`src/rtl/mem_access_unit.sv`:
```
// Load/store access controller: byte/half/word accesses mapped onto a word-wide memory, using read-modify-write for sub-word stores.
// Latency: errors finish in 1 cycle, loads and sw in 2, sb/sh in 3; a req is only accepted in IDLE, and a req seen while busy is dropped.
module mem_access_unit #(
    parameter int ADDR_W = 32
) (
    input  logic              clk,
    input  logic              rst,
    input  logic              req,
    input  logic              st,
    input  logic [2:0]        funct3,
    input  logic [ADDR_W-1:0] addr,
    input  logic [31:0]       wdata,
    output logic [31:0]       rdata,
    output logic              done,
    output logic              err,
    output logic              busy,
    output logic [ADDR_W-1:0] mem_A,
    output logic              mem_WE,
    output logic [31:0]       mem_WD,
    input  logic [31:0]       mem_RD
);

    typedef enum logic [2:0] {
        S_IDLE,
        S_READ,
        S_WRITE,
        S_DONE,
        S_ERR
    } state_t;

    state_t            r_state;
    state_t            w_next;
    logic              r_st;
    logic [2:0]        r_funct3;
    logic [ADDR_W-1:0] r_addr;
    logic [31:0]       r_wdata;
    logic [31:0]       r_word;
    logic [31:0]       r_rdata;

    logic              w_bad;
    logic [7:0]        w_byte;
    logic [15:0]       w_half;
    logic [31:0]       w_load;
    logic [31:0]       w_merge;

    // Legality and alignment are judged on the live inputs, because they choose the branch taken out of IDLE.
    always_comb begin
        w_bad = 1'b0;
        case (funct3)
            3'b000:  w_bad = 1'b0;
            3'b001:  w_bad = addr[0];
            3'b010:  w_bad = (addr[1:0] != 2'b00);
            3'b100:  w_bad = st;
            3'b101:  w_bad = st | addr[0];
            default: w_bad = 1'b1;
        endcase
    end

    always_ff @(posedge clk or posedge rst) begin
        if (rst) begin
            r_state <= S_IDLE;
        end else begin
            r_state <= w_next;
        end
    end

    always_comb begin
        w_next = r_state;
        done   = 1'b0;
        err    = 1'b0;
        busy   = 1'b1;
        mem_A  = '0;
        mem_WE = 1'b0;
        mem_WD = '0;
        case (r_state)
            S_IDLE: begin
                busy = 1'b0;
                if (req) begin
                    if (w_bad)
                        w_next = S_ERR;
                    else if (st && funct3 == 3'b010)
                        w_next = S_WRITE;
                    else
                        w_next = S_READ;
                end
            end
            S_READ: begin
                mem_A  = {r_addr[ADDR_W-1:2], 2'b00};
                w_next = r_st ? S_WRITE : S_DONE;
            end
            S_WRITE: begin
                mem_A  = {r_addr[ADDR_W-1:2], 2'b00};
                mem_WE = 1'b1;
                mem_WD = w_merge;
                w_next = S_DONE;
            end
            S_DONE: begin
                done   = 1'b1;
                w_next = S_IDLE;
            end
            S_ERR: begin
                done   = 1'b1;
                err    = 1'b1;
                w_next = S_IDLE;
            end
            default: w_next = S_IDLE;
        endcase
    end

    // Lane extraction for loads; funct3[2] marks the unsigned variants.
    always_comb begin
        w_byte = mem_RD[{r_addr[1:0], 3'b000} +: 8];
        w_half = r_addr[1] ? mem_RD[31:16] : mem_RD[15:0];
        case (r_funct3[1:0])
            2'b00:   w_load = {{24{w_byte[7] & ~r_funct3[2]}}, w_byte};
            2'b01:   w_load = {{16{w_half[15] & ~r_funct3[2]}}, w_half};
            default: w_load = mem_RD;
        endcase
    end

    // sw skips READ, so r_word is stale there and the whole word comes from r_wdata.
    always_comb begin
        w_merge = r_word;
        case (r_funct3[1:0])
            2'b00: w_merge[{r_addr[1:0], 3'b000} +: 8] = r_wdata[7:0];
            2'b01: begin
                if (r_addr[1])
                    w_merge[31:16] = r_wdata[15:0];
                else
                    w_merge[15:0] = r_wdata[15:0];
            end
            default: w_merge = r_wdata;
        endcase
    end

    always_ff @(posedge clk or posedge rst) begin
        if (rst) begin
            r_st     <= 1'b0;
            r_funct3 <= '0;
            r_addr   <= '0;
            r_wdata  <= '0;
            r_word   <= '0;
            r_rdata  <= '0;
        end else begin
            if (r_state == S_IDLE && req) begin
                r_st     <= st;
                r_funct3 <= funct3;
                r_addr   <= addr;
                r_wdata  <= wdata;
            end
            if (r_state == S_READ) begin
                r_word <= mem_RD;
                if (!r_st)
                    r_rdata <= w_load;
            end
        end
    end

    assign rdata = r_rdata;

endmodule

```
`config.mk`:
```
export PLATFORM = sky130hd
export DESIGN_NAME = mem_access_unit
export DESIGN_NICKNAME = d
export VERILOG_FILES = /design/src/rtl/mem_access_unit.sv
export SDC_FILE = /design/constraint.sdc
export NUM_CORES = 1
export LEC_CHECK = 0
export CORE_UTILIZATION = 40
export DETAILED_ROUTE_END_ITERATION = 8
export MAX_ROUTING_LAYER = met4
export PLACE_DENSITY = 0.72
export SYNTH_ARGS = -nofsm -noshare
export SYNTH_HDL_FRONTEND = slang
export SYNTH_SLANG_ARGS = --single-unit
export TNS_END_PERCENT = 5
```
`constraint.sdc`:
```
create_clock -name clk -period 3.7 [get_ports clk]
set_input_delay 0.37 -clock clk [delete_from_list [all_inputs] [get_ports clk]]
set_output_delay 0.37 -clock clk [all_outputs]
set_load 0.005 [all_outputs]
```
==> reports/metrics.yaml <==
yosys:
  synth_edf_count: 0
  synth_top_family_by_area: "multiplexers"
  synth_compound_area_share_pct: 11.1
  ys_ff_latch: 135
  synth_simple_gate_area_share_pct: 14.8
  yosys.area.top_type: "dfrtp_1"
  yosysMostFrequentCell: "dfrtp_1"
  synthAdderAreaFrac_pct: 0.916
  synth_top_area_share_pct: 49.4
  syn_area_um2: 6830
  async_reset_ff_share_pct: 100
  synth_xor_area_share_pct: 0
  synth_mux_area_share_pct: 19.6
  synth_warnings: 0
  synth_ff_type: "dfrtp_1"
  synthCells: 622
  ys_seq_area_share_pct: 49.4
  synth_commonest_cells: "dfrtp_1, mux2_2, nand2_1"
  syn_avg_cell_area_um2: 11.0
  ys_top_cells_by_area: "dfrtp_1, mux2_2, nand2_1"
  yosysUniqueCellTypes: 40
floorplanning:
  start_util_pct: 41.1
  core_area_um2: 16600
  ios: 203
  row_count: 47
  fp.dieW_um: 133
  die_area_um2: 17600
  die_height_um: 133
routing:
  drtAntennaViolNets: 0
  avgRoutedWirePerCell_um: 20.2
  vias: 5864
  via_per_inst: 5.63
  wirelength_um: 21000
  drtPass1Iterations: 5
  route.detailed.drc: 0
  first_iter_violations: 415
worst_setup_path:
  cp.arrival_ns: 3.08
  end_kind: "output pin"
  r2r_cells: 4
  cp_max_fo: 18
  crit_start: "r_funct3[0]$_DFFE_PP0P_"
  critPathRequiredTime_ns: 3.33
  rrSetupSlack_ns: 1.02
  r2r_end: "rdata[0]$_DFFE_PP0P_"
  reg2reg_from: "r_state[1]$_DFFE_PP0P_"
  worstSetupPathType: "register to output pin"
  cp_cell_sequence: "nor3b_2 -> and4b_1 -> a32oi_1 -> a31oi_1 -> clkdlybuf4s50_1"
  critical-path-max-stage-delay_ns: 0.63
  cp_slowest_cell: "nor3b_2"
  crit_path_start_kind: "register"
worst_hold_path:
  hp-start: "rdata[26]$_DFFE_PP0P_"
  whs_path_depth: 2
  hold_end: "rdata[26]$_DFFE_PP0P_"
  hold_class: "register to register"
grt:
  grt_usage_pct: 25.3
  overflow: 0
  grt_pass1_wl_um: 33000
  antenna_found_initial: 0
  grt_start_max_net_pins: 70
  grt_pass1_vias: 5991
clock_tree:
  cts_buffers: 17
  clockBufferDepth: 2
  cts_resized: 0
  cts_hold_buf: 0
  root_buffer: "clkbuf_16"
  h-tree-depth: 4
  cts_tree: "yes"
  clkTransAtPathRegs_ns: 0.06
  cts_sinks: 135
  post_cts_buffers: 0
  clkLatencyLatePin_ns: 0.41
timing:
  clock_skew_ns: 0.00592
  finalHoldViolCount: 0
  hold_ws_ns: 0.495
  finalCriticalPeriod_ns: 3.45
  rsz0062_at_grt: "no"
  worstMarginPinSlew_ns: 0.896
  min_period_over_period_pct: 93.3
  slew-limit-headroom_pct: 40.2
  finalSetupTns_ns: 0
  fmax_mhz: 290
  setup_viol: 0
  final_max_slew_viol_count: 0
placed_design:
  hpwl_um: 15200
  portBuffers: 200
  gp_congestion: 0.910
flow_run:
  drv_cap: 0
power:
  vdd.ir_drop.worst_uv: 486
  powerDensity_nw_per_um2: 909
  total_power_w: 0.00872
  power_leakage_nw: 3.84
layout:
  drive_gt1_share_pct: 19.4
  antenna_cells: 0
  syn_to_final_growth_pct: 40.4
  fin_nets: 916
status:
  status: "complete, no violations"
## per-layer routing
layer	GRT usage (%)	wire length, um	share of wire (%)
met5	-	0	0
met4	9.32	486	2.3
met3	6.44	1570	7.5
met2	39.5	10100	48
met1	31.8	8900	42
## power breakdown
part	switching (W)	total, W	internal, W	leakage, nW
logic	0.00183	0.00410	0.00227	1.94
registers	0.000656	0.00288	0.00222	1.62
clock network	0.000626	0.00174	0.00111	0.284
## state kept, by name (all words and copies together) (netlist names)
register and cells:
r_funct3 3, r_wdata 32, r_st 1, r_word 32, r_state 3, rdata 32
r_addr 32
## worst max path at each step
stage	to	slack (ns)	cells past startpoint
after CTS	mem_WD[30]	0.26	7
final	mem_WD[24]	0.25	5
after detailed placement	mem_WD[24]	0.73	5
after global placement	mem_WD[24]	0.81	5
after global routing	mem_WD[30]	0.04	7
after floorplan	mem_WD[0]	1.39	6
## worst max-delay path, delay by kind of cell, from the launching register on
family / cells / cell delay (ns)
flops: 1 / 0.62
simple gates: 2 / 1.16
buf+inv: 1 / 0.53
compound gates: 2 / 0.35
## stage by stage
| stage | std cells | setup slack, ns | utilization [%] | instance area (um^2) |
|---|---|---|---|---|
| after global routing | 1041 | 0.0397 | 57.6 | 9590 |
| after CTS | 1041 | 0.259 | 57.6 | 9590 |
| after detailed placement | 1009 | 0.734 | 54.0 | 8990 |
| final | 1041 | 0.247 | 57.6 | 9590 |
| after floorplan | 623 | 1.39 | - | 6840 |
| after global placement | 1009 | 0.808 | 54.0 | 8990 |
## cell type report
cell class	instances	area [um^2]
Clock buffer	25	485
Timing Repair Buffer	213	2110
Tap cell	220	275
Inverter	10	41.3
Sequential cell	135	3380
Fill cell	1389	7050
Clock inverter	7	118
Multi-Input combinational cell	431	3180
## cells by family after synthesis
logic type                 count (synthesis)
buffers and inverters                     57
adders and majority gates                  5
DFF                                      135
muxes                                    120
AOI/OAI and AO/OA                        102
and+or+nand+nor                          202
other                                      1
## cell usage in the layout (no fill, tap or decap), drive strengths merged, types with 2 or more instances in the layout
cell,netlist,routed
nand2,62,62
a22oi,9,9
conb,1,2
nor4,3,3
nor2b,34,34
nor3b,3,3
a221o,7,7
a31oi,9,9
o22ai,16,16
nor3,20,20
mux2i,9,9
nand3,43,43
clkinvlp,0,4
clkdlybuf4s50,0,200
bufinv,0,3
a21oi,4,4
mux2,111,111
and4,2,2
clkbuf,17,25
and2,2,2
buf,30,13
a221oi,24,24
nand2b,6,6
a32oi,9,9
nor2,25,25
inv,9,8
ha,5,5
dfrtp,135,135
clkinv,1,2
o21ai,20,20
Power figures use the tool's default switching activity.
